$ cat config.mk
export PLATFORM = sky130hd
export DESIGN_NAME = tpu_operand_loader
export DESIGN_NICKNAME = d
export VERILOG_FILES = /design/src/rtl/tpu_operand_loader.sv
export SDC_FILE = /design/constraint.sdc
export NUM_CORES = 1
export LEC_CHECK = 0
export ABC_AREA = 1
export ABC_CLOCK_PERIOD_IN_PS = 2780
export CELL_PAD_IN_SITES_DETAIL_PLACEMENT = 0
export CELL_PAD_IN_SITES_GLOBAL_PLACEMENT = 1
export CORE_MARGIN = 3
export CORE_UTILIZATION = 35
export CTS_CLUSTER_DIAMETER = 150
export CTS_CLUSTER_SIZE = 28
export DETAILED_ROUTE_END_ITERATION = 12
export HOLD_SLACK_MARGIN = 0.15
export MAX_ROUTING_LAYER = met4
export PLACE_DENSITY = 0.76
export SYNTH_ARGS = -nofsm -noshare
export SYNTH_HDL_FRONTEND = slang
export SYNTH_SLANG_ARGS = --single-unit
$ cat constraint.sdc
create_clock -name clk -period 2.78 [get_ports clk]
set_clock_uncertainty 0.2 [all_clocks]
set_input_delay 0.417 -clock clk [delete_from_list [all_inputs] [get_ports clk]]
set_output_delay 0.417 -clock clk [all_outputs]
set_load 0.01 [all_outputs]
$ cat src/rtl/tpu_operand_loader.sv
// tpu_operand_loader: packs an A/B byte stream into 32-bit tiled TPU buffer words, then starts the TPU and reports done.
// Ports: cfg_* job descriptor handshake (K, M, N); s_* byte stream; A_*/B_* buffer write ports;
// tpu_in_valid/tpu_K/tpu_M/tpu_N start pulse and latched dims; tpu_busy from the TPU; done/err completion pulse.
module tpu_operand_loader #(
  parameter int IDX_W = 16,
  parameter int START_TIMEOUT = 64
) (
  input  logic             clk,
  input  logic             rst,
  input  logic             cfg_valid,
  output logic             cfg_ready,
  input  logic [7:0]       cfg_K,
  input  logic [7:0]       cfg_M,
  input  logic [7:0]       cfg_N,
  input  logic             s_valid,
  output logic             s_ready,
  input  logic [7:0]       s_data,
  output logic             A_wr_en,
  output logic [IDX_W-1:0] A_index,
  output logic [31:0]      A_data_in,
  output logic             B_wr_en,
  output logic [IDX_W-1:0] B_index,
  output logic [31:0]      B_data_in,
  output logic             tpu_in_valid,
  output logic [7:0]       tpu_K,
  output logic [7:0]       tpu_M,
  output logic [7:0]       tpu_N,
  input  logic             tpu_busy,
  output logic             done,
  output logic             err
);
  typedef enum logic [2:0] {IDLE, LOAD_A, LOAD_B, FLUSH, START, WAIT_HI, WAIT_LO, DONE} state_t;
  state_t state, state_nx;
  logic [7:0] k, e, dim_e;
  logic [IDX_W-1:0] base, idx;
  logic [31:0] pack, word;
  logic [15:0] t;
  logic err_r, beat, accept, zero, last_e, last_k, wr, timeout;
  // e is the inner element (m in A, n in B); base is the running (e/4)*K tile offset
  always_comb begin
    dim_e = state == LOAD_A ? tpu_M : tpu_N;
    beat = s_valid & s_ready;
    accept = cfg_valid & cfg_ready;
    zero = cfg_K == 8'd0 || cfg_M == 8'd0 || cfg_N == 8'd0;
    last_e = e == dim_e - 8'd1;
    last_k = k == tpu_K - 8'd1;
    wr = beat & (last_e | (&e[1:0]));
    idx = base + IDX_W'(k);
    word = pack | ({s_data, 24'd0} >> {e[1:0], 3'd0});
    timeout = t == 16'(START_TIMEOUT - 1);
  end
  always_ff @(posedge clk)
    state <= rst ? IDLE : state_nx;
  always_comb begin
    state_nx = state;
    case (state)
      IDLE:    if (accept) state_nx = zero ? DONE : LOAD_A;
      LOAD_A:  if (beat && last_e && last_k) state_nx = LOAD_B;
      LOAD_B:  if (beat && last_e && last_k) state_nx = FLUSH;
      FLUSH:   state_nx = START;
      START:   state_nx = WAIT_HI;
      WAIT_HI: if (tpu_busy || timeout) state_nx = tpu_busy ? WAIT_LO : DONE;
      WAIT_LO: if (!tpu_busy) state_nx = DONE;
      DONE:    state_nx = IDLE;
      default: state_nx = IDLE;
    endcase
  end
  always_comb begin
    cfg_ready = state == IDLE;
    s_ready = state == LOAD_A || state == LOAD_B;
    tpu_in_valid = state == START;
    done = state == DONE;
    err = (state == DONE) & err_r;
  end
  always_ff @(posedge clk) begin
    if (rst) begin
      k <= '0;
      e <= '0;
      base <= '0;
      pack <= '0;
      t <= '0;
      err_r <= 1'b0;
      tpu_K <= '0;
      tpu_M <= '0;
      tpu_N <= '0;
      A_wr_en <= 1'b0;
      A_index <= '0;
      A_data_in <= '0;
      B_wr_en <= 1'b0;
      B_index <= '0;
      B_data_in <= '0;
    end else begin
      A_wr_en <= wr && state == LOAD_A;
      B_wr_en <= wr && state == LOAD_B;
      t <= state == WAIT_HI ? t + 16'd1 : 16'd0;
      if (state == WAIT_HI && !tpu_busy && timeout) err_r <= 1'b1;
      if (accept) begin
        tpu_K <= cfg_K;
        tpu_M <= cfg_M;
        tpu_N <= cfg_N;
        err_r <= zero;
        k <= '0;
        e <= '0;
        base <= '0;
        pack <= '0;
      end
      if (wr && state == LOAD_A) begin
        A_index <= idx;
        A_data_in <= word;
      end
      if (wr && state == LOAD_B) begin
        B_index <= idx;
        B_data_in <= word;
      end
      if (beat) begin
        pack <= wr ? 32'd0 : word;
        e <= last_e ? 8'd0 : e + 8'd1;
        k <= last_e ? (last_k ? 8'd0 : k + 8'd1) : k;
        base <= last_e ? '0 : (&e[1:0]) ? base + IDX_W'(tpu_K) : base;
      end
    end
  end
endmodule

### Word level (Yosys, flattened, before mapping)

Cells that the tools add are included.

* add/subtract/negate cells: 7
* eq/ne operators: 17
* shifts and indexed selects: 1
* multiplexer cells: 24
* bitwise gates (word level): 7
* reduce and logical (&&, ||, !) cells: 22

Operators with widths (number)
* $mux W32: 3
* $mux W16: 4
* $mux W8: 7
* $add A16 B8 Y16: 2
* $or A32 B32 Y32: 1
* $shr A32 B5 Y32: 1
* $logic_not A8 Y1: 3
* $pmux W3 S8: 1
* $mux W3: 6
* $add A16 B1 Y16 const B: 1
* $add A8 B1 Y8 const B: 2
* $eq A16 B6 Y1 const B: 1
* $eq A8 B8 Y1: 2
* $sub A8 B1 Y8 const B: 2
* $eq A3 B3 Y1 const B: 4
* $eq A3 B2 Y1 const B: 2
* $logic_and A1 B1 Y1: 6
* $ne A2 B1 Y1 const B: 3
* $ne A2 B2 Y1 const B: 3
* $reduce_and A2 Y1: 3
* $reduce_and A5 Y1: 1
* $and A1 B1 Y1: 4
* $logic_or A1 B1 Y1: 4
* $reduce_bool A2 Y1: 2
* 8 further kinds: 10

* flip-flop bits (word level): 206
* input port bits: 37
* output and inout port bits: 127
* word-level logic and storage cells: 94

### Longest topological paths before layout

Gate-level depths: netlist (run 1).

* depth after elaboration: 8
* gate-level depth with buffers: 20
* mapped depth without buffers: 17

### Worst setup path before layout (run 1)

OpenSTA, ideal clock, no wires.

* kind: reg2reg
* start: register state[1]
* end: register B_data_in[17]
* library setup time: 132 ps
* arrival time: 2324 ps
* data required time: 2448 ps
* path slack: 124 ps
* cell stages (with the launch flop): 18
* buffers on the path: 3
* period minus slack after synthesis: 2656 ps
* cell sequence: dfxtp_1 > inv_2 > nand3_2 > buf_6 > o21ai_4 > ha_1 > xor2_1 > nand2_1 > nor2_1 > nand3_1 > nor2_2 > nand3_2 > nand2_4 > nand2_1 > buf_4 > buf_6 > nand2_1 > a21oi_1

* cells in the longest elaborated chain, start to end: 7
* elaborated cells on any way between the ends: 10
* those cells by class: add/sub (1); eq/ne (3); mux (1); bitwise (3); reduce/logical (2)

RTL lines
* start: declaration: RTL line 33 `state_t state, state_nx;`
* start signal: assignment: RTL line 53 `state <= rst ? IDLE : state_nx;`
* $eq A3 B1 Y1: RTL line 41, 70
* $mux W8: RTL line 41 `dim_e = state == LOAD_A ? tpu_M : tpu_N;`
* $sub A8 B1 Y8: RTL line 45 `last_e = e == dim_e - 8'd1;`
* $eq A8 B8 Y1: RTL line 45
* $or A1 B1 Y1: RTL line 47 `wr = beat & (last_e | (&e[1:0]));`
* $and A1 B1 Y1: RTL line 47
* $logic_and A1 B1 Y1 *: RTL line 111 `if (wr && state == LOAD_B) begin`
* end signal: assignment: RTL line 113 `B_data_in <= word;`
* end: declaration: RTL line 23 `output logic [31:0] B_data_in,`

Mark *: on every way between the ends. The rest lies on a longest branch, timed or not.
A chain may end at the register's enable or synchronous reset.

### Final worst setup path (run 1)

* start: register state[2]
* end: register B_data_in[27]

The elaborated chain is that of the path after synthesis.

==> impl_metrics.toml, run 1 <==
[outcome]
status = "completed"

[critical_path]
cp_max_fo = 8
worstRegToRegCells = 16
critPathKind = "flip-flop to flip-flop"
end_kind = "flip-flop"
crit_arrival_ns = 2.81
worstPathRequired_ns = 2.90
start_kind = "flip-flop"

[job]
cap_violations = 0

[yosys]
synth-edff-count = 0
synthFlopType = "dfxtp_1"
seq_area_frac_synth_pct = 41.8
synth_top_cell_area_share_pct = 41.8
ys_types = 40
synth_top_cell_by_area = "dfxtp_1"
synth_area_leaders = "dfxtp_1 42%, nand2_1 11%, a21oi_1 8.8%"
syn_area_per_cell_sq_um = 7.11
netlist_area_sq_um = 9870
synth_fp_nets = 1449
yosysWarnings = 0
synthArstFlopShare_pct = 0
yosysMostFrequentCell = "nand2_1"
synth_commonest_cells = "302 x nand2_1, 206 x dfxtp_1, 174 x a21oi_1"
syn_inst = 1389
synth-seq-cells = 206

[placement]
io_buffers = 163
place_area_sq_um = 12000
gp_congestion = 0.836
hpwl_um = 21300
numPlacedInstances = 1895
dp_slack_ns = 0.0685

[power_and_ir_drop]
power_frac_comb_pct = 42.6
ir_worst_vdd_mv = 0.371
cellPowerDensity_nw_per_um2 = 658
sequentialPowerShare_pct = 37.3
p_leak_nw = 4.93
switchingPower_mw = 3.55
clkPwrFrac_pct = 20.1
internal_power_mw = 5.25
sw_frac_of_total_pct = 40.4
power_mw = 8.79

[timing]
setup-tns-final_ns = 0
worst_pin_slew_ns = 0.948
hold_viol_final = 0
fin_crit_sh_pct = 96.9
rsz0062_at_grt = "true"
slew_violations = 0
setup_viol = 0
fin_crit_ns = 2.69
hold_ws_ns = 0.267
fmax_mhz = 371
fin_ws_ns = 0.0854
relSlewSlack_pct = 36.8

[hold_path]
hold_path_class = "flip-flop to flip-flop"
hold_path_depth = 1

[floorplanning]
core-area_sq_um = 27300
die_height_um = 174
initial_core_util_pct = 36.1
fp-row-count = 60
ioPinCount = 164
die_w_um = 174
die_area_sq_um = 30300

[finish]
drive_above_1_share_pct = 12.6
diodes = 0
final_cell_area_sq_um = 13400
fill_cells = 2732
syn2layout_area_growth_pct = 35.4
layoutNonFillerInstCount = 1942
final_core_util_pct = 48.9
nets = 1631

[detailed_routing]
met2_length_um = 15800
met3_length_um = 1550
routed_wl_um = 33400
first_iter_violations = 818
vias_per_cell = 5.04
drc = 0
post_drt_wl_per_cell_um = 17.2
drtAntennaViolNets = 0
drtPass1Iterations = 7
routed.top_layer = "met4"
met1Wirelength_um = 15600
via_count = 9778

[grt]
grt_pass1_wl_um = 47600
grtUsageTotal_pct = 19.5
grt-ovfl-total = 0
antenna_found_initial = 0
grt_pass1_vias = 8725
grt_max_degree = 86

[clock_tree]
clock_sinks = 206
path_clk_slew_ns = 0.12
clk_path_buf_depth = 3
htreeDepth = 1
numCtsBuffers = 11
cts_tree = "built"
cts-root-buf = "clkbuf_16"
clk_latency_ns = 0.48
## area by class of cell
cell class                      count  area, sq um  area share [%]
Clock buffer                       11          275            2.06
Clock inverter                      1         20.0           0.150
Inverter                          118          447            3.34
Multi-Input combinational cell    994         5380            40.3
Sequential cell                   206         4130            30.9
Tap cell                          372          465            3.48
Timing Repair Buffer              240         2650            19.8
## routing by layer
layer	GRT usage, %	up-vias
met3	2.21	32
met5	-	-
met1	26.0	4552
met2	32.6	254
li1	-	4940
met4	3.12	0
## power by group through the flow
stage	sequential, mW	combinational [mW]	clock (mW)
5_1_grt	3.30	4.13	1.92
6_report	3.28	3.75	1.77
3_5_place_dp	3.33	3.34	0
2_1_floorplan	3.35	2.12	0
4_1_cts	3.27	3.35	1.83
3_3_place_gp	3.33	3.33	0
## registers in the layout (all words and copies together) (netlist names), 3 cells and up
| signal | flops |
|---|---|
| A_data_in | 32 |
| B_data_in | 32 |
| pack | 32 |
| A_index | 16 |
| B_index | 16 |
| base | 16 |
| t | 16 |
| e | 8 |
| k | 8 |
| tpu_K | 8 |
| tpu_M | 8 |
| tpu_N | 8 |
| state | 3 |
## worst paths after layout
path / start / slack [ns] / to
worst min-delay path: t[0] / 0.27 / t[0]
worst min register to register: t[0] / 0.27 / t[0]
worst max-delay path: state[2] / 0.09 / B_data_in[27]
worst max register to register: state[2] / 0.09 / B_data_in[27]
## worst max-delay path, stage by stage (launching register included)
cell and delay [ns]:
dfxtp_2 0.34, inv_2 0.09, nand3_4 0.10, nand2_2 0.09
o21ai_4 0.07, ha_4 0.26, xor2_1 0.13, nand2_1 0.06
nor2_1 0.10, nand3_1 0.11, nor2_4 0.18, nand3_4 0.13
nand2_8 0.17, nand2_8 0.14, clkbuf_16 0.22, nand2_1 0.06
a21oi_1 0.06
## cells by family after synthesis
kind of cell             share of synthesized area, %
AND/OR/NAND/NOR                                  27.5
AO/OA/AOI/OAI                                    16.2
flip-flops                                       41.8
buffers and inverters                            8.09
XOR/XNOR                                         3.42
adder cells (fa/ha/maj)                          3.07
## repair_timing
item,in CTS,in global routing
setup endpoints to repair,0,159
setup buffers,0,10
resized for setup,0,132
hold endpoints to repair,11,0
hold buffers,1,0
## cells in the final DEF, fill, tap and decap left out, types with 3 or more instances in the layout
cell | netlist | final
nand2_1 | 302 | 246
dfxtp_1 | 206 | 203
a21oi_1 | 174 | 169
clkdlybuf4s50_1 | 0 | 162
nand3_1 | 146 | 134
nor2_1 | 131 | 125
inv_1 | 112 | 111
o21ai_0 | 85 | 82
nand2_2 | 4 | 43
buf_4 | 6 | 42
o21bai_1 | 27 | 27
clkbuf_16 | 0 | 25
xor2_1 | 25 | 24
nor3_1 | 20 | 20
ha_1 | 21 | 19
nand2_4 | 1 | 15
nand3_2 | 3 | 11
xnor2_1 | 11 | 11
nand4_1 | 10 | 10
buf_6 | 6 | 10
buf_12 | 0 | 9
nor2_2 | 5 | 7
nor2_4 | 2 | 6
nor4_1 | 5 | 5
a21oi_2 | 0 | 5
inv_2 | 4 | 4
nand3_4 | 0 | 4
o21ai_1 | 2 | 3
nand2_8 | 0 | 3
a31oi_1 | 3 | 3
Note: power is estimated with default switching activity, not from simulation.
==> inputs of run 2 (changes only) <==
Settings changed: ABC_AREA 1 to default, CORE_UTILIZATION 35 to 37, PLACE_DENSITY 0.76 to 0.84.
==> run 2 against run 1 <==
  * The flow now finishes with violations (negative setup slack)
  * Routed wire length shrank 20%
  * Combinational power shrank 69%
  * Utilization is 2.2 points higher
  * Power shrank 32%
  * Critical path depth is 2 lower
  * Flip-flop and latch count is the same
  * Sequential share of layout area barely moved
  * Via count shrank 14%
  * First-iteration DRC count decreased by 44%
  * Fmax down 14%
  * Critical endpoint is now A_data_in[19]
  * Largest power group is now sequential cells
==> impl_metrics.toml, run 2 <==
[timing]
fin_ws_ns = -0.354
fin_crit_ns = 3.13
fin_crit_sh_pct = 113
setup_viol = 165
hold_viol_final = 0
rsz0062_at_grt = "true"
worst_pin_slew_ns = 0.770
relSlewSlack_pct = 48.7
fmax_mhz = 319
slew_violations = 0

[clock_tree]
numCtsBuffers = 11
cts_tree = "built"
htreeDepth = 1
clk_path_buf_depth = 3
path_clk_slew_ns = 0.11
clk_latency_ns = 0.47
clock_sinks = 206
ctsHoldBuffers = 0
cts-root-buf = "clkbuf_16"

[yosys]
synth_top_cell_area_share_pct = 41.8
muxShareOfSynthArea_pct = 11.1
synth_fa_ha_area_share_pct = 3.07
synth_compound_area_share_pct = 11.9
yosysWarnings = 0
ys_types = 61
synth_simple_gate_area_share_pct = 22.9
syn_area_per_cell_sq_um = 8.84
synth_area_leaders = "dfxtp_1 42%, mux2i_1 10%, nand2b_1 6.7%"
netlist_area_sq_um = 9870
synth-edff-count = 0
seq_area_frac_synth_pct = 41.8
synthXorXnorAreaFrac_pct = 5.06
synth-seq-cells = 206
synth_top_family_by_area = "simple AND/OR/NAND/NOR gates"
synthFlopType = "dfxtp_1"
syn_inst = 1116
synthArstFlopShare_pct = 0
synth_fp_nets = 1176
synth_commonest_cells = "206 x dfxtp_1, 119 x a21oi_1, 106 x nand2b_1"
synth_top_cell_by_area = "dfxtp_1"
yosysMostFrequentCell = "dfxtp_1"

[detailed_routing]
drtAntennaViolNets = 0
post_drt_wl_per_cell_um = 16.0
via_count = 8411
first_iter_violations = 460
drtPass1Iterations = 5
routed_wl_um = 26600
drc = 0
vias_per_cell = 5.05

[floorplanning]
ioPinCount = 164
core-area_sq_um = 26100
die_w_um = 169
die_height_um = 169
initial_core_util_pct = 37.8
die_area_sq_um = 28700
fp-row-count = 59

[finish]
syn2layout_area_growth_pct = 35.5
final_cell_area_sq_um = 13400
final_common_cell = "dfxtp_1"
final_core_util_pct = 51.1
drive_above_1_share_pct = 16.3
nets = 1390
fill_cells = 2433
register_area_sq_um = 4130
multi_input_area_sq_um = 5650
mostFrequentLayoutCells = "203 x dfxtp_1, 161 x clkdlybuf4s50_1, 108 x a21oi_1"
diodes = 0
reg_top3 = "A_data_in (32), B_data_in (32), pack (32)"

[hold_path]
min_to = "B_index[0]"
hold_path_depth = 3
hold_start = "rst"
hold_path_class = "input pin to flip-flop"

[grt]
grt_max_degree = 83
antenna_found_initial = 0
grtUsageTotal_pct = 17.8
grt-ovfl-total = 0
grt_pass1_wl_um = 41800
grt_pass1_vias = 8081

[placement]
gp_congestion = 0.819
place_area_sq_um = 12300
io_buffers = 163
hpwl_um = 18800
dp_slack_ns = -0.496

[critical_path]
cp_max_fo = 8
r2r_start = "state[1]"
r2r_slack_ns = -0.35
critPathKind = "flip-flop to flip-flop"
worstPathRequired_ns = 2.95
start_kind = "flip-flop"
crit_arrival_ns = 3.31
r2r-end = "A_data_in[19]"
end_kind = "flip-flop"
worstRegToRegCells = 14

[power_and_ir_drop]
p_leak_nw = 5.40
power_mw = 5.95
ir_worst_vdd_mv = 0.385
cellPowerDensity_nw_per_um2 = 445

[outcome]
violations = "negative setup slack"
status = "finished with violations"

[job]
cap_violations = 0
## run 2: per-layer routing
layer	global-route usage, %	part of all wire, %	routed length, um	vias up
li1	-	-	-	4243
met1	25.6	50	13300	3954
met2	27.5	45	12000	189
met3	1.91	3.5	920	25
met4	3.52	1.4	369	0
met5	-	0	0	-
## run 2: kinds of logic (layout without fill, tap and decap cells)
family                     Yosys count  count (layout)
AOI/OAI and AO/OA                  204             206
xor gates and xnor gates            57              57
adders and majority gates           23              23
buffers and inverters               95             306
DFF                                206             206
muxes                              108             108
and+or+nand+nor                    423             423
## run 2: what timing repair did
action / in CTS / in global routing
cloned: 4 / 7
resized for setup: 43 / 54
pin swaps: 21 / 21
setup buffers: 12 / 6
setup endpoints to repair: 166 / 166
## run 2: final cells by class
type                    instances  share of cell area (%)
flip-flops and latches        206                    30.9
well taps                     335                    3.14
clock buffers                  11                    2.06
multi-input cells             817                    42.3
inverters                      24                   0.674
repair buffers                270                    20.8
clock inverters                 1                   0.150
## run 2: through the flow
stage / std cells / hold slack (ns) / TNS (ns)
after floorplan: 1116 / 0.226 / -41.79
after detailed placement: 1623 / 0.247 / -63.80
after CTS: 1651 / 0.197 / -44.97
final: 1664 / 0.213 / -48.43
after global routing: 1664 / 0.229 / -66.13
after global placement: 1623 / 0.241 / -52.40
## run 2: worst max-delay path by stage
stage          cells after the start             to  slack [ns]     start
3_3_place_gp                      11  A_data_in[23]       -0.42  state[0]
3_5_place_dp                      11  A_data_in[31]       -0.50  state[0]
6_report                          14  A_data_in[19]       -0.35  state[1]
4_1_cts                           13   A_data_in[5]       -0.35  state[0]
5_1_grt                           14  A_data_in[19]       -0.46  state[1]
2_1_floorplan                     14    A_index[11]       -0.42  state[1]
## run 2: worst max-delay path, cell delays in order (launching register included)
cell and delay [ns]:
dfxtp_2 0.34, buf_6 0.12, nor3b_4 0.23, mux2i_2 0.32
ha_4 0.25, xnor2_2 0.14, a21oi_2 0.10, o211ai_1 0.13
nor4b_4 0.25, buf_6 0.17, and2_4 0.20, o211ai_4 0.10
buf_12 0.18, clkbuf_16 0.17, mux2i_1 0.12
## run 2: where the power goes
group          total (mW)  leakage [nW]  internal (mW)  switching (mW)
registers            3.04          1.66           3.00          0.0439
clock network        1.73         0.145          0.739           0.992
logic                1.17          3.59          0.572           0.603
total                5.95          5.40           4.31            1.64
